<file path="config.mk">
export PLATFORM = sky130hd
export DESIGN_NAME = sobel_window_ctrl_flat
export DESIGN_NICKNAME = d
export VERILOG_FILES = /design/src/rtl/sobel_pkg.sv /design/src/rtl/sobel_window_ctrl_if.sv /design/src/rtl/sobel_pos_cnt.sv /design/src/rtl/sobel_window_ctrl.sv /design/src/flat_wrapper.sv
export SDC_FILE = /design/constraint.sdc
export NUM_CORES = 1
export LEC_CHECK = 0
export CAP_MARGIN = 25
export CORE_MARGIN = 2
export CORE_UTILIZATION = 33
export DETAILED_ROUTE_END_ITERATION = 12
export GPL_ROUTABILITY_DRIVEN = 0
export PLACE_DENSITY = 0.65
export SLEW_MARGIN = 15
export SYNTH_ARGS = -nofsm -noshare
export SYNTH_HDL_FRONTEND = slang
export SYNTH_SLANG_ARGS = --single-unit
</file>
<file path="constraint.sdc">
create_clock -name clk -period 4.9 [get_ports clk]
set_input_delay 1.225 -clock clk [delete_from_list [all_inputs] [get_ports clk]]
set_output_delay 1.225 -clock clk [all_outputs]
set_load 0.01 [all_outputs]
</file>
<file path="src/rtl/sobel_pkg.sv">
// sobel_pkg: definitions shared by the Sobel window sequencer and the edge datapath.
//   - state_e    : frame sequencing states (WAIT_SOF, PRIME, STREAM)
//   - LINE_W_DEF : default pixels per line
//   - FRAME_H_DEF: default lines per frame
//   - ADR_W_DEF  : default row-RAM address width
//   - COORD_W    : window-centre coordinate width, also used by the edge datapath
//   - on_edge()  : true when a window centre sits on the outermost valid ring
package sobel_pkg;

    localparam int LINE_W_DEF  = 640;
    localparam int FRAME_H_DEF = 480;
    localparam int ADR_W_DEF   = 10;
    localparam int COORD_W     = 13;

    typedef enum logic [1:0] {
        WAIT_SOF = 2'd0,
        PRIME    = 2'd1,
        STREAM   = 2'd2
    } state_e;

    // A centre is on the frame edge when it is the first or last centre a full
    // 3x3 window can reach in either direction.
    function automatic logic on_edge(
        input logic [COORD_W-1:0] x,
        input logic [COORD_W-1:0] y,
        input int                 line_w,
        input int                 frame_h
    );
        return (x == COORD_W'(1)) || (x == COORD_W'(line_w - 2)) ||
               (y == COORD_W'(1)) || (y == COORD_W'(frame_h - 2));
    endfunction

endpackage

</file>
<file path="src/rtl/sobel_window_ctrl_if.sv">
// sobel_window_ctrl_if: pixel-stream control in, line-buffer sequencing out.
//   sof, pix_valid               : from the camera stream (master drives)
//   shift_en, wr_en, wr_adr,
//   rd_adr                       : row-RAM / shift-register control
//   win_valid, x_out, y_out      : window status and centre coordinates
//   line_done, frame_done        : end-of-line / end-of-frame pulses
//   border                       : only when SOBEL_BORDER_EN is defined
interface sobel_window_ctrl_if
    import sobel_pkg::*;
#(
    parameter int ADR_W = ADR_W_DEF
) ();

    logic               sof;
    logic               pix_valid;
    logic               shift_en;
    logic [2:0]         wr_en;
    logic [ADR_W-1:0]   wr_adr;
    logic [ADR_W-1:0]   rd_adr;
    logic               win_valid;
    logic [COORD_W-1:0] x_out;
    logic [COORD_W-1:0] y_out;
    logic               line_done;
    logic               frame_done;
`ifdef SOBEL_BORDER_EN
    logic               border;

    modport master (
        output sof, pix_valid,
        input  shift_en, wr_en, wr_adr, rd_adr, win_valid, x_out, y_out,
               line_done, frame_done, border
    );

    modport slave (
        input  sof, pix_valid,
        output shift_en, wr_en, wr_adr, rd_adr, win_valid, x_out, y_out,
               line_done, frame_done, border
    );
`else
    modport master (
        output sof, pix_valid,
        input  shift_en, wr_en, wr_adr, rd_adr, win_valid, x_out, y_out,
               line_done, frame_done
    );

    modport slave (
        input  sof, pix_valid,
        output shift_en, wr_en, wr_adr, rd_adr, win_valid, x_out, y_out,
               line_done, frame_done
    );
`endif

endinterface

</file>
<file path="src/rtl/sobel_pos_cnt.sv">
// sobel_pos_cnt: column/row position counters for the Sobel sequencer.
//   clk, rst      : pixel clock, synchronous active-high reset
//   restart       : frame start accepted this cycle; the pixel is counted as (0,0)
//   advance       : pixel accepted inside an active frame
//   pix_col_s     : column of the pixel accepted this cycle
//   pix_row_s     : row of the pixel accepted this cycle
//   line_end_s    : accepted pixel is the last of its line (never on a restart)
//   frame_end_s   : accepted pixel is the last of the frame (never on a restart)
module sobel_pos_cnt
    import sobel_pkg::*;
#(
    parameter int LINE_W  = LINE_W_DEF,
    parameter int FRAME_H = FRAME_H_DEF,
    parameter int ADR_W   = ADR_W_DEF
) (
    input  logic               clk,
    input  logic               rst,
    input  logic               restart,
    input  logic               advance,
    output logic [ADR_W-1:0]   pix_col_s,
    output logic [COORD_W-1:0] pix_row_s,
    output logic               line_end_s,
    output logic               frame_end_s
);

    logic [ADR_W-1:0]   col_r;
    logic [COORD_W-1:0] row_r;
    logic               step_s;
    logic               last_col_s;
    logic               last_row_s;

    // Position of the accepted pixel; a frame start overrides the running count.
    always_comb begin
        step_s = restart | advance;
        if (restart) begin
            pix_col_s = {ADR_W{1'b0}};
            pix_row_s = {COORD_W{1'b0}};
        end else begin
            pix_col_s = col_r;
            pix_row_s = row_r;
        end
        last_col_s  = (pix_col_s == ADR_W'(LINE_W - 1));
        last_row_s  = (pix_row_s == COORD_W'(FRAME_H - 1));
        line_end_s  = advance & ~restart & last_col_s;
        frame_end_s = line_end_s & last_row_s;
    end

    // Counters point at the next pixel; wrap the column per line and the row per frame.
    always_ff @(posedge clk) begin
        if (rst) begin
            col_r <= {ADR_W{1'b0}};
            row_r <= {COORD_W{1'b0}};
        end else if (step_s) begin
            if (last_col_s) begin
                col_r <= {ADR_W{1'b0}};
                if (last_row_s) begin
                    row_r <= {COORD_W{1'b0}};
                end else begin
                    row_r <= pix_row_s + COORD_W'(1);
                end
            end else begin
                col_r <= pix_col_s + ADR_W'(1);
                row_r <= pix_row_s;
            end
        end else begin
            col_r <= col_r;
            row_r <= row_r;
        end
    end

endmodule

</file>
<file path="src/rtl/sobel_window_ctrl.sv">
// sobel_window_ctrl: frame-aware sequencer for the 3x3 Sobel line-buffer datapath.
//   clk, rst : pixel clock, synchronous active-high reset
//   bus      : sobel_window_ctrl_if.slave
//              in : sof, pix_valid
//              out: shift_en, wr_en[2:0], wr_adr, rd_adr, win_valid, x_out,
//                   y_out, line_done, frame_done (+ border)
// Optional feature macro: SOBEL_BORDER_EN adds the registered border flag.
// Every output reflects the pixel accepted on the previous clock.
module sobel_window_ctrl
    import sobel_pkg::*;
#(
    parameter int LINE_W  = LINE_W_DEF,
    parameter int FRAME_H = FRAME_H_DEF,
    parameter int ADR_W   = ADR_W_DEF
) (
    input  logic clk,
    input  logic rst,
    sobel_window_ctrl_if.slave bus
);

    state_e             state_r;
    logic [2:0]         wr_en_r;
    logic               shift_en_r;
    logic [ADR_W-1:0]   wr_adr_r;
    logic [ADR_W-1:0]   rd_adr_r;
    logic               win_valid_r;
    logic [COORD_W-1:0] x_r;
    logic [COORD_W-1:0] y_r;
    logic               line_done_r;
    logic               frame_done_r;

    logic               restart_s;
    logic               advance_s;
    logic               take_s;
    logic [ADR_W-1:0]   pix_col_s;
    logic [COORD_W-1:0] pix_row_s;
    logic               line_end_s;
    logic               frame_end_s;
    logic               row_ge1_s;
    logic               row_ge2_s;
    logic               win_s;
    logic [ADR_W-1:0]   rd_next_s;
    logic [COORD_W-1:0] x_next_s;
    logic [COORD_W-1:0] y_next_s;

    sobel_pos_cnt #(
        .LINE_W  (LINE_W),
        .FRAME_H (FRAME_H),
        .ADR_W   (ADR_W)
    ) u_pos_cnt (
        .clk         (clk),
        .rst         (rst),
        .restart     (restart_s),
        .advance     (advance_s),
        .pix_col_s   (pix_col_s),
        .pix_row_s   (pix_row_s),
        .line_end_s  (line_end_s),
        .frame_end_s (frame_end_s)
    );

    // Pixel acceptance and per-pixel decode of enables, addresses and window centre.
    always_comb begin
        restart_s = bus.sof & bus.pix_valid;
        advance_s = bus.pix_valid & (state_r != WAIT_SOF);
        take_s    = restart_s | advance_s;
        row_ge1_s = (pix_row_s >= COORD_W'(1));
        row_ge2_s = (pix_row_s >= COORD_W'(2));
        // Two columns of history are needed before the window is full.
        win_s     = take_s & row_ge2_s & (pix_col_s >= ADR_W'(2));
        if (pix_col_s == ADR_W'(LINE_W - 1)) begin
            rd_next_s = {ADR_W{1'b0}};
        end else begin
            rd_next_s = pix_col_s + ADR_W'(1);
        end
        // The newest pixel is the bottom-right corner, so the centre is one up and one left.
        x_next_s  = COORD_W'(pix_col_s) - COORD_W'(1);
        y_next_s  = pix_row_s - COORD_W'(1);
    end

`ifdef SOBEL_BORDER_EN
    logic border_r;

    // Edge flag registered alongside win_valid from the same centre coordinates.
    always_ff @(posedge clk) begin
        if (rst) begin
            border_r <= 1'b0;
        end else begin
            border_r <= win_s & on_edge(x_next_s, y_next_s, LINE_W, FRAME_H);
        end
    end

    assign bus.border = border_r;
`endif

    // Frame state sequencing and registration of every output for the accepted pixel.
    always_ff @(posedge clk) begin
        if (rst) begin
            state_r      <= WAIT_SOF;
            wr_en_r      <= 3'b000;
            shift_en_r   <= 1'b0;
            wr_adr_r     <= {ADR_W{1'b0}};
            rd_adr_r     <= ADR_W'(1);
            win_valid_r  <= 1'b0;
            x_r          <= {COORD_W{1'b0}};
            y_r          <= {COORD_W{1'b0}};
            line_done_r  <= 1'b0;
            frame_done_r <= 1'b0;
        end else begin
            if (take_s) begin
                wr_en_r      <= {row_ge2_s, row_ge1_s, 1'b1};
                shift_en_r   <= 1'b1;
                wr_adr_r     <= pix_col_s;
                rd_adr_r     <= rd_next_s;
                win_valid_r  <= win_s;
                line_done_r  <= line_end_s;
                frame_done_r <= frame_end_s;
                if (win_s) begin
                    x_r <= x_next_s;
                    y_r <= y_next_s;
                end else begin
                    x_r <= x_r;
                    y_r <= y_r;
                end
            end else begin
                // Idle cycle: enables drop, addresses and coordinates hold.
                wr_en_r      <= 3'b000;
                shift_en_r   <= 1'b0;
                wr_adr_r     <= wr_adr_r;
                rd_adr_r     <= rd_adr_r;
                win_valid_r  <= 1'b0;
                line_done_r  <= 1'b0;
                frame_done_r <= 1'b0;
                x_r          <= x_r;
                y_r          <= y_r;
            end

            // A qualified sof restarts the frame from any state and outranks the done events.
            case (state_r)
                WAIT_SOF: begin
                    if (restart_s) begin
                        state_r <= PRIME;
                    end else begin
                        state_r <= WAIT_SOF;
                    end
                end
                PRIME: begin
                    if (restart_s) begin
                        state_r <= PRIME;
                    end else if (frame_end_s) begin
                        state_r <= WAIT_SOF;
                    end else if (line_end_s && (pix_row_s == COORD_W'(1))) begin
                        state_r <= STREAM;
                    end else begin
                        state_r <= PRIME;
                    end
                end
                STREAM: begin
                    if (restart_s) begin
                        state_r <= PRIME;
                    end else if (frame_end_s) begin
                        state_r <= WAIT_SOF;
                    end else begin
                        state_r <= STREAM;
                    end
                end
                default: begin
                    state_r <= WAIT_SOF;
                end
            endcase
        end
    end

    assign bus.wr_en      = wr_en_r;
    assign bus.shift_en   = shift_en_r;
    assign bus.wr_adr     = wr_adr_r;
    assign bus.rd_adr     = rd_adr_r;
    assign bus.win_valid  = win_valid_r;
    assign bus.x_out      = x_r;
    assign bus.y_out      = y_r;
    assign bus.line_done  = line_done_r;
    assign bus.frame_done = frame_done_r;

endmodule

</file>
<file path="src/flat_wrapper.sv">
// flat-port wrapper written by rule: the top's interface ports become plain ports
module sobel_window_ctrl_flat import sobel_pkg::*;
#(
    parameter int LINE_W  = LINE_W_DEF,
    parameter int FRAME_H = FRAME_H_DEF,
    parameter int ADR_W   = ADR_W_DEF
)
  (clk, rst, bus_sof, bus_pix_valid, bus_shift_en, bus_wr_en, bus_wr_adr, bus_rd_adr, bus_win_valid, bus_x_out, bus_y_out, bus_line_done, bus_frame_done);
  sobel_window_ctrl_if #(.ADR_W(ADR_W)) bus_i ();
  input  logic clk;
  input  logic rst;
  input wire logic [$bits(bus_i.sof)-1:0] bus_sof;
  input wire logic [$bits(bus_i.pix_valid)-1:0] bus_pix_valid;
  output wire logic [$bits(bus_i.shift_en)-1:0] bus_shift_en;
  output wire logic [$bits(bus_i.wr_en)-1:0] bus_wr_en;
  output wire logic [$bits(bus_i.wr_adr)-1:0] bus_wr_adr;
  output wire logic [$bits(bus_i.rd_adr)-1:0] bus_rd_adr;
  output wire logic [$bits(bus_i.win_valid)-1:0] bus_win_valid;
  output wire logic [$bits(bus_i.x_out)-1:0] bus_x_out;
  output wire logic [$bits(bus_i.y_out)-1:0] bus_y_out;
  output wire logic [$bits(bus_i.line_done)-1:0] bus_line_done;
  output wire logic [$bits(bus_i.frame_done)-1:0] bus_frame_done;
  assign bus_i.sof = bus_sof;
  assign bus_i.pix_valid = bus_pix_valid;
  assign bus_shift_en = bus_i.shift_en;
  assign bus_wr_en = bus_i.wr_en;
  assign bus_wr_adr = bus_i.wr_adr;
  assign bus_rd_adr = bus_i.rd_adr;
  assign bus_win_valid = bus_i.win_valid;
  assign bus_x_out = bus_i.x_out;
  assign bus_y_out = bus_i.y_out;
  assign bus_line_done = bus_i.line_done;
  assign bus_frame_done = bus_i.frame_done;
  sobel_window_ctrl #(.LINE_W(LINE_W), .FRAME_H(FRAME_H), .ADR_W(ADR_W)) u_core (.clk(clk), .rst(rst), .bus(bus_i));
endmodule
</file>
# == Word-level counts from Yosys, hierarchy flattened ==
# Index checks and enable logic that the tools add are counted.
# totals
register_bits,78
inputBits,4
output_inout_bits,53
word_cells,54
# op_classes
n_addsub,4
n_lt_le_gt_ge,3
eq_ne,5
muxes,14
n_bitwise,10
n_reduce_logical,5
# op_table
operator,count
13-bit 2-to-1 mux,3
10-bit 2-to-1 mux,2
"13-bit by 1-bit adder with 13-bit output, second input constant",1
"13-bit by 1-bit == test with 1-bit output, second input constant",1
"13-bit by 9-bit == test with 1-bit output, second input constant",1
"13-bit by 1-bit >= comparator with 1-bit output, second input constant",1
"13-bit by 2-bit >= comparator with 1-bit output, second input constant",1
"13-bit by 1-bit subtractor with 13-bit output, second input constant",1
"10-bit by 1-bit subtractor with 11-bit output, second input constant",1
"10-bit by 1-bit adder with 10-bit output, second input constant",1
"10-bit == test, second input constant",1
"10-bit by 2-bit >= comparator with 1-bit output, second input constant",1
2-bit 2-to-1 mux,5
1-bit bitwise AND,7
2-bit case mux with 3 select lines,1
1-bit 2-to-1 mux,3
"2-bit by 1-bit == test with 1-bit output, second input constant",1
"2-bit == test, second input constant",1
2-bit zero test,1
1-bit NOT,2
2-bit AND reduction,1
2-bit nonzero test,1
2-bit OR reduction,1
1-bit logical AND,1
1-bit OR,1

# == Longest topological paths before layout ==
# Gate-level depths: netlist of the first run.
# depth
ltp_word,9
ltp_mapped,14
ltp_nobuf,9

# == By module ==
# A second synthesis of the first run with hierarchy kept.
# hier_totals
cells_unflattened,477
hier_area_um2,3993.8
# modules_own_cells
module,instances,cells_each,area_each_um2,seq_area_each_um2
sobel_window_ctrl,1,293,2529.9,1041.0
sobel_pos_cnt,1,184,1463.9,460.4

# == Least setup slack after synthesis of the first run ==
# Ideal clock, no wire load.
# synth_path
kind,input-to-reg
startpoint,in bus_pix_valid
endpoint,reg u_core.u_pos_cnt.row_r[6]
setup_ns,0.074
t_arrival_ns,4.223
required_time_ns,4.826
slack_ns,0.603
stages,12
n_path_buf,3
cell_sequence,clkbuf_8 -> nand2_1 -> clkbuf_1 -> clkbuf_1 -> nand2_1 -> inv_1 -> ha_1 -> nand2_1 -> or4_4 -> or4_4 -> or4b_1 -> o21ai_0
# synth_via
elab_cells_between_ends,10
cone_classes,add/sub (1); eq/ne (2); mux (4); bitwise (3)
# synth_lines
element,line_no,text
start: declaration,flat_wrapper.sv:13,input wire logic [$bits(bus_i.pix_valid)-1:0] bus_pix_valid;
1-bit bitwise AND,sobel_window_ctrl.sv:63,restart_s = bus.sof & bus.pix_valid;
10-bit 2-to-1 mux,sobel_pos_cnt.sv:35,if (restart) begin
named net u_core.pix_col_s[0],sobel_window_ctrl.sv:35,logic [ADR_W-1:0] pix_col_s;
10-bit == test,sobel_pos_cnt.sv:42,last_col_s = (pix_col_s == ADR_W'(LINE_W - 1));
13-bit 2-to-1 mux,sobel_pos_cnt.sv:54,if (last_col_s) begin
end signal: assignment,sobel_pos_cnt.sv:52,row_r <= {COORD_W{1'b0}};
end signal: assignment,sobel_pos_cnt.sv:57,row_r <= {COORD_W{1'b0}};
end signal: assignment,sobel_pos_cnt.sv:59,row_r <= pix_row_s + COORD_W'(1);
end: declaration,sobel_pos_cnt.sv:27,logic [COORD_W-1:0] row_r;
# The timed path passes the listed nets, and every way through them passes these cells.
# A chain may end at the register's enable or synchronous reset.

# == Worst setup path in the final report of the first run ==
# Same ends and word-level chain as after synthesis.

==> metrics.log, run 1 <==
INFO  metric outcome = finished, final reports clean
INFO  metric pwr-share-clk = 0.487
INFO  metric antennaDiodeCount = 0
INFO  metric top_level_ports = 57
INFO  metric cts.root.buffer_cell = clkbuf_8
INFO  metric cts-hold-fix-buffers = 0
INFO  metric worst_ep_arrival_time = 4.49 ns
INFO  metric tritoncts = built
INFO  metric synth_enable_flop_cells = 0
INFO  metric vias_in_the_first_global_route = 3,335
INFO  metric timing_max_transition_violations_final = 0
INFO  metric worstSetupStartpointType = primary input
INFO  metric cts.reportedPaths.clkPinSlew = 0.08 ns
INFO  metric worstHoldEndpoint = u_core.bus.y_out[7]$_SDFFE_PP0P_
INFO  metric grt_start_max_net_pins = 50
INFO  metric critical_path_max_stage_delay = 0.63 ns
INFO  metric synth_async_sr_flop_share = 0
INFO  metric drt_iter0_drc = 274
INFO  metric timing.hold.worst.start = u_core.bus.y_out[7]$_SDFFE_PP0P_
INFO  metric design_area = 0.004417 mm2
INFO  metric route.antenna.remaining_nets = 0
INFO  metric place.port_buffers = 56
INFO  metric power.combinational.fraction = 0.061
INFO  metric rows = 38
INFO  metric synth.cell_area = 0.003659 mm2
INFO  metric minimum_clock_period = 4.198 ns
INFO  metric grt.overflow.total = 0
INFO  metric maxCapViolations = 0
INFO  metric post-place-cells = 617
INFO  metric yosys.cell_count.top_type = dfxtp_1
INFO  metric drive_above_1_share = 0.07099
INFO  metric achievable-frequency = 238.2 MHz
INFO  metric finish.net_count = 499
INFO  metric hold_violations = 0
INFO  metric final-instance-count-excl-fill = 633
INFO  metric track_usage = 0.1843
INFO  metric path_buf_inv = 2
INFO  metric fin_skew = 0.007389 ns
INFO  metric detail_route.wirelength = 10,590 um
INFO  metric kind_of_capture_point_of_the_worst_setup_path = flip-flop
INFO  metric fin_tns_setup = 0 ns
INFO  metric worst_r2r_startpoint = u_core.u_pos_cnt.col_r[1]$_SDFFE_PP0N_
INFO  metric power_report.internal_total = 0.9140 mW
INFO  metric area.growth.synth_to_final = 20.73%
INFO  metric synth_top_area_frac = 0.3611
INFO  metric post_dp_cell_area = 0.004167 mm2
INFO  metric net-switching-power = 0.2856 mW
INFO  metric synthesis.nets = 475
INFO  metric viasPerCell = 5.741
INFO  metric whs_path_depth = 2
INFO  metric die-width = 109.3 um
INFO  metric slowest_stage = or4_4
INFO  metric worst_path_dominant_cell_family = simple AND/OR/NAND/NOR gates
INFO  metric flops_latches_synth = 66
INFO  metric tritoncts.num_buffers = 9
INFO  metric ys.warnings.count = 0
INFO  metric capture_point_of_the_worst_reg_to_reg_path = u_core.u_pos_cnt.row_r[6]$_SDFFE_PP0N_
INFO  metric critical_path.most_common_cell = nand2_1
INFO  metric yosys.area.top_type = dfxtp_1
INFO  metric report.final.setup_viol = 0
INFO  metric powerDensity = 271.6 mW/mm2
INFO  metric pwr-share-seq = 0.452
INFO  metric post-dp-hpwl = 7490 um
INFO  metric rsz0062_at_grt = false
INFO  metric number_of_antenna_violations_at_the_first_check_in_global_routing = 0
INFO  metric synth_cells = 464
INFO  metric die_height = 109.3 um
INFO  metric initial_standard_cell_utilization_of_the_core = 0.3375
INFO  metric synthTopCellsByCount = dfxtp_1, a21oi_1, nand2_1, nor2_1, clkbuf_1
INFO  metric fin_util = 0.4074
INFO  metric timing.critical_path.required = 5.19 ns
INFO  metric critical_path.cell_chain = clkdlybuf4s50_1, nand2_1, nand2_1, inv_1, ha_1, nand2_1, or4_4, or4_4, or4b_1, o21ai_0
INFO  metric reg2reg_setup_slack = 1.99 ns
INFO  metric worst_skew_late_latency = 0.36 ns
INFO  metric grt_first_pass_wirelength = 17,310 um
INFO  metric clock-sinks = 66
INFO  metric syn_area_per_cell = 7.885 um2
INFO  metric synth_seq_area_share = 0.3611
INFO  metric timing.reg2reg.worst_path_depth = 8
INFO  metric fin_total_pwr = 1.200 mW
INFO  metric worst_pin_slew = 0.9202 ns
INFO  metric worstHoldPathType = reg -> reg
INFO  metric clock_path_buffers = 2
INFO  metric fin_crit_sh = 0.8568
INFO  metric timing.critical_path.fanout_max = 10
INFO  metric die_outline_area = 0.01194 mm2
INFO  metric setup.worst_path.class = in -> reg
INFO  metric max-slew-margin-rel = 0.3829
INFO  metric cts_max_level = 3
INFO  metric postCtsResizedCells = 0
INFO  metric cts_setup_buffers = 0
INFO  metric power.share.switching = 0.2381
INFO  metric post-route-drc-count = 0
INFO  metric crit_start = bus_pix_valid
INFO  metric drtPass1Iterations = 5
INFO  metric vdd_ir_drop_max = 0.0001239 V
INFO  metric netlist_top_cells_area = dfxtp_1, a21oi_1, nand2_1, nor2_1, nand3_1
INFO  metric detail_route.wl_per_cell = 16.73 um
INFO  metric total_number_of_vias = 3,634
INFO  metric yosys_most_used_dff = dfxtp_1
INFO  metric design.core.area = 0.01084 mm2
INFO  metric cellLeakagePower = 1.560 nW
INFO  metric ys_types = 63
[through the flow]
step / hold slack (ns) / worst slack, ns
after global placement: 0.4424 / 0.5251
after floorplan: 0.4696 / 0.6029
after detailed placement: 0.4485 / 0.4119
after global routing: 0.4760 / 0.4504
final: 0.4590 / 0.7018
after CTS: 0.4638 / 0.7644
[power groups by stage]
stage,clock network [mW],logic [mW],registers [mW]
final,0.585,0.0729,0.542
after global routing,0.616,0.0805,0.542
after CTS,0.588,0.0723,0.542
after detailed placement,0,0.0721,0.555
after global placement,0,0.0707,0.554
after floorplan,0,0.0509,0.553
[sequential cells by signal (all words and copies together) (netlist names)]
| name | count |
|---|---|
| u_core.bus.frame_done | 1 |
| u_core.bus.line_done | 1 |
| u_core.bus.x_out | 11 |
| u_core.u_pos_cnt.row_r | 13 |
| u_core.bus.wr_en | 3 |
| u_core.state_r | 2 |
| u_core.bus.win_valid | 1 |
| u_core.bus.rd_adr | 1 |
| u_core.bus.wr_adr | 10 |
| u_core.u_pos_cnt.col_r | 10 |
| u_core.bus.y_out | 13 |
[cells in the final DEF (no fill, tap or decap), types with 4 or more instances in the layout]
cell             instances
dfxtp_1                 66
clkdlybuf4s50_1         56
a21oi_1                 47
nand2_1                 42
nor2_1                  37
nand3_1                 23
o21ai_0                 19
nor3_1                  16
inv_1                   13
a311oi_1                11
nor4_1                  10
a31oi_1                 10
clkbuf_8                10
or3_1                    9
nand4_1                  9
a32oi_1                  7
xnor2_1                  7
ha_1                     7
buf_4                    7
and2_1                   6
a211oi_1                 6
o21a_1                   5
nand3b_1                 4
or4_1                    4
and3_1                   4
xor2_1                   4
[worst max-delay path by stage]
stage,to,slack (ns),depth (start not counted)
6_report,u_core.u_pos_cnt.row_r[6]$_SDFFE_PP0N_,0.70,10
5_1_grt,u_core.u_pos_cnt.row_r[7]$_SDFFE_PP0N_,0.45,11
4_1_cts,u_core.u_pos_cnt.row_r[6]$_SDFFE_PP0N_,0.76,10
3_5_place_dp,u_core.u_pos_cnt.row_r[6]$_SDFFE_PP0N_,0.41,10
3_3_place_gp,u_core.u_pos_cnt.row_r[6]$_SDFFE_PP0N_,0.53,10
2_1_floorplan,u_core.u_pos_cnt.row_r[6]$_SDFFE_PP0N_,0.60,12
[layer usage]
layer | track usage | part of all wire | up-vias
li1 | - | - | 1754
met1 | 0.2689 | 0.47 | 1701
met2 | 0.2680 | 0.44 | 160
met3 | 0.03912 | 0.073 | 19
met4 | 0.06239 | 0.017 | 0
met5 | 0 | 0 | -
[kinds of logic after synthesis]
kind of cell	share of synthesized area
flip-flops	0.3611
AO/OA/AOI/OAI	0.2391
adder cells (fa/ha/maj)	0.02394
buffers and inverters	0.09131
multiplexers	0.002736
AND/OR/NAND/NOR	0.2555
XOR/XNOR	0.02633
[cell type report]
class / count / area [um2]
Fill cell: 1114 / 6424
Multi-Input combinational cell: 335 / 2008
Sequential cell: 66 / 1321
Timing Repair Buffer: 63 / 613.1
Tap cell: 140 / 175.2
Clock buffer: 10 / 137.6
Clock inverter: 6 / 112.6
Inverter: 13 / 48.80
[tightest hold or removal path, delay by kind of cell (launching register included)]
family          cells  cell delay, ns
flops               1            0.32
simple gates        1            0.06
compound gates      1            0.04
No activity file was read; power rests on OpenSTA's default activity.
==> run 2, diff against run 1 <==
--- a/config.mk
+++ b/config.mk
@@ -8,6 +8,7 @@
 export CAP_MARGIN = 25
 export CORE_MARGIN = 2
 export CORE_UTILIZATION = 33
+export CTS_BUF_LIST = sky130_fd_sc_hd__clkbuf_4 sky130_fd_sc_hd__clkbuf_8 sky130_fd_sc_hd__clkbuf_16
 export DETAILED_ROUTE_END_ITERATION = 12
 export GPL_ROUTABILITY_DRIVEN = 0
 export PLACE_DENSITY = 0.65
==> results of run 2 <==
Same layout as run 1: the final DEF is identical, and so are final timing and power.
==> run 3, diff against run 2 <==
--- a/config.mk
+++ b/config.mk
@@ -5,6 +5,7 @@
 export SDC_FILE = /design/constraint.sdc
 export NUM_CORES = 1
 export LEC_CHECK = 0
+export ABC_AREA = 1
 export CAP_MARGIN = 25
 export CORE_MARGIN = 2
 export CORE_UTILIZATION = 33
==> run 3 against run 2 <==
Against the previous run: flip-flop and latch count is the same; clock-buffer cell count unchanged; fmax is 11% higher; cell area rose by 5.7%; sequential power barely moved; worst setup slack improved by 0.42 ns; synthesized area rose by 4.2%; final cell count rose by 20%; utilization rose by 0.30 points; worst hold slack better by 0.0016 ns; via count up 4.2%; largest cell class unchanged.
==> metrics.log, run 3 <==
INFO  metric outcome = finished, final reports clean
INFO  metric number_of_antenna_violations_at_the_first_check_in_global_routing = 0 (unchanged)
INFO  metric final-instance-count-excl-fill = 762 (+20%)
INFO  metric synth.cell_area = 0.003814 mm2 (+4.2%)
INFO  metric finish.net_count = 625 (+25%)
INFO  metric dr.max_layer_used = met4
INFO  metric initial_standard_cell_utilization_of_the_core = 0.3354 (-0.002064)
INFO  metric postCtsResizedCells = 0 (unchanged)
INFO  metric timing.reg2reg.worst_path_depth = 10 (+2)
INFO  metric critical_path.cell_chain = clkdlybuf4s50_1, nand2_4, nand2_1, inv_1, ha_1, nand3_1, nor2_1, nand3_2, nor2_1, nand3_1, nand3_1, a21oi_1
INFO  metric fin_tns_setup = 0 ns (unchanged)
INFO  metric rsz0062_at_grt = false
INFO  metric rows = 39 (+2.6%)
INFO  metric top_level_ports = 57 (unchanged)
INFO  metric cts.reportedPaths.clkPinSlew = 0.06 ns (-0.02 ns)
INFO  metric cts_setup_buffers = 0 (unchanged)
INFO  metric cts.root.buffer_cell = clkbuf_16
INFO  metric met3_length = 677 um (-12%)
INFO  metric fin_skew = 0.006884 ns (-0.0005055 ns)
INFO  metric max-slew-margin-rel = 0.4615 (+0.07864)
INFO  metric maxCapViolations = 0 (unchanged)
INFO  metric fin_total_pwr = 1.342 mW (+12%)
INFO  metric kind_of_capture_point_of_the_worst_setup_path = flip-flop
INFO  metric cts_max_level = 3 (unchanged)
INFO  metric flops_latches_synth = 66 (unchanged)
INFO  metric clock_path_buffers = 2 (unchanged)
INFO  metric syn_area_per_cell = 6.575 um2 (-17%)
INFO  metric place.port_buffers = 56 (unchanged)
INFO  metric slowest_stage = clkdlybuf4s50_1
INFO  metric capture_point_of_the_worst_reg_to_reg_path = u_core.state_r[0]$_SDFF_PP0_
INFO  metric whs_path_depth = 2 (unchanged)
INFO  metric yosys_most_used_dff = dfxtp_1
INFO  metric vias_in_the_first_global_route = 3,482 (+4.4%)
INFO  metric detail_route.wirelength = 9977 um (-5.8%)
INFO  metric worst_ep_arrival_time = 3.98 ns (-0.51 ns)
INFO  metric minimum_clock_period = 3.776 ns (-0.4221 ns)
INFO  metric post-dp-hpwl = 7135 um (-4.7%)
INFO  metric post-route-drc-count = 0 (unchanged)
INFO  metric clock-sinks = 66 (unchanged)
INFO  metric wirelength_met1 = 4852 um (-2.4%)
INFO  metric critical_path.most_common_cell = nand3_1
INFO  metric die-width = 111.5 um (+2.0%)
INFO  metric antennaDiodeCount = 0 (unchanged)
INFO  metric vdd_ir_drop_max = 0.0001641 V (+32%)
INFO  metric final_common_cell = nand2_1
INFO  metric synth_async_sr_flop_share = 0 (unchanged)
INFO  metric track_usage = 0.1634 (-0.02089)
INFO  metric synth_cells = 580 (+25%)
INFO  metric synthTopCellsByCount = nand2_1, nor2_1, dfxtp_1, nand3_1, a21oi_1
INFO  metric total_number_of_vias = 3,785 (+4.2%)
INFO  metric worstSetupStartpointType = primary input
INFO  metric path_buf_inv = 2 (unchanged)
INFO  metric synthesis.nets = 591 (+24%)
INFO  metric timing.critical_path.required = 5.10 ns (-0.09 ns)
INFO  metric drtPass1Iterations = 5 (unchanged)
INFO  metric fin_crit_sh = 0.7706 (-0.08614)
INFO  metric met2_wirelength = 4262 um (-8.6%)
INFO  metric grt_start_max_net_pins = 54 (+8.0%)
INFO  metric post-place-cells = 746 (+21%)
INFO  metric die_height = 111.5 um (+2.0%)
INFO  metric worst_path_dominant_cell_family = simple AND/OR/NAND/NOR gates
INFO  metric reg2reg_setup_slack = 2.63 ns (+0.64 ns)
INFO  metric cts-hold-fix-buffers = 0 (unchanged)
INFO  metric worst_pin_slew = 0.8028 ns (-0.1174 ns)
INFO  metric yosys.area.top_type = dfxtp_1
INFO  metric synth_top_area_frac = 0.3465 (-0.01469)
INFO  metric worst-path-stages = 12 (+2)
INFO  metric timing.hold.worst.start = u_core.bus.wr_adr[7]$_SDFFE_PP0N_
INFO  metric report.final.setup_viol = 0 (unchanged)
INFO  metric route.antenna.remaining_nets = 0 (unchanged)
INFO  metric synth_seq_area_share = 0.3465 (-0.01469)
INFO  metric endpoint_of_the_worst_setup_timing_path = u_core.state_r[0]$_SDFF_PP0_
INFO  metric setup.worst_path.class = in -> reg
INFO  metric cellLeakagePower = 1.926 nW (+23%)
INFO  metric viasPerCell = 4.967 (-13%)
INFO  metric final_cell_mix = nand2_1, nor2_1, dfxtp_1, nand3_1, clkdlybuf4s50_1
INFO  metric worst_r2r_startpoint = u_core.u_pos_cnt.col_r[0]$_SDFFE_PP0N_
INFO  metric tritoncts = built
INFO  metric design.core.area = 0.01137 mm2 (+4.9%)
INFO  metric detail_route.wl_per_cell = 13.09 um (-22%)
INFO  metric ys.warnings.count = 0 (unchanged)
INFO  metric timing_max_transition_violations_final = 0 (unchanged)
INFO  metric achievable-frequency = 264.8 MHz (+11%)
INFO  metric worstHoldPathType = reg -> reg
INFO  metric powerDensity = 287.6 mW/mm2 (+5.9%)
INFO  metric hold_violations = 0 (unchanged)
INFO  metric ys_types = 31 (-51%)
INFO  metric grt_first_pass_wirelength = 16,740 um (-3.3%)
INFO  metric tritoncts.num_buffers = 9 (unchanged)
INFO  metric drt_iter0_drc = 381 (+39%)
INFO  metric yosys.cell_count.top_type = nand2_1
INFO  metric area.growth.synth_to_final = 22.38%
INFO  metric drive_above_1_share = 0.05816 (-0.01284)
INFO  metric grt.overflow.total = 0 (unchanged)
INFO  metric crit_start = bus_pix_valid
INFO  metric timing.critical_path.fanout_max = 53 (+43)
INFO  metric worst_skew_late_latency = 0.33 ns (-0.03 ns)
INFO  metric synth_enable_flop_cells = 0 (unchanged)
INFO  metric netlist_top_cells_area = dfxtp_1, nand2_1, nand3_1, nor2_1, a21oi_1
INFO  metric die_outline_area = 0.01243 mm2 (+4.1%)
INFO  metric critical_path_max_stage_delay = 0.46 ns (-0.17 ns)
[run 3: how the worst min path moves through the flow]
stage          slack, ns                                      to
2_1_floorplan       0.46  u_core.u_pos_cnt.col_r[0]$_SDFFE_PP0N_
4_1_cts             0.47       u_core.bus.wr_adr[7]$_SDFFE_PP0N_
3_3_place_gp        0.45       u_core.bus.wr_adr[4]$_SDFFE_PP0N_
5_1_grt             0.48       u_core.bus.wr_adr[7]$_SDFFE_PP0N_
3_5_place_dp        0.46       u_core.bus.wr_adr[1]$_SDFFE_PP0N_
6_report            0.46       u_core.bus.wr_adr[7]$_SDFFE_PP0N_
[run 3: where the power goes]
| group | switching [mW] | leakage [nW] | internal, mW |
|---|---|---|---|
| Combinational | 0.0651 | 1.23 | 0.0306 |
| Sequential | 0.00318 | 0.533 | 0.541 |
| Clock | 0.243 | 0.159 | 0.460 |
[run 3: cell type report]
type / count / area (um2)
tap: 143 / 178.9
clock inverter: 6 / 90.09
multi-input combinational: 428 / 2059
inverter: 48 / 180.2
timing repair buffer: 61 / 598.1
fill: 1177 / 6703
clock buffer: 10 / 239.0
sequential: 66 / 1321
[run 3: per-stage QoR]
stage | setup slack (ns) | hold slack [ns] | util | instance area, um2
2_1_floorplan | 1.989 | 0.4587 | - | 3814
3_3_place_gp | 0.9752 | 0.4535 | 0.3815 | 4338
3_5_place_dp | 0.9028 | 0.4575 | 0.3815 | 4338
4_1_cts | 1.223 | 0.4652 | 0.4105 | 4667
5_1_grt | 0.8998 | 0.4843 | 0.4105 | 4667
6_report | 1.124 | 0.4605 | 0.4105 | 4667
[run 3: cell families (layout without fill, tap and decap cells)]
group	Yosys count	count (layout)	synth area share
AOI/OAI and AO/OA	85	85	0.1155
and+or+nand+nor	319	319	0.3625
xor gates and xnor gates	17	17	0.03904
buffers and inverters	86	125	0.1135
adders and majority gates	7	7	0.02296
DFF	66	66	0.3465
[run 3: routing by layer]
layer,vias up,global-route usage
met5,-,0
met4,0,0.06584
met3,13,0.03702
met2,137,0.2382
met1,1692,0.2335
li1,1943,-
[run 3: tightest hold or removal path, delay by kind of cell, from the launching register on]
family	cells	cell delay [ns]
AO/OA/AOI/OAI	1	0.05
AND/OR/NAND/NOR	1	0.06
flip-flops	1	0.30
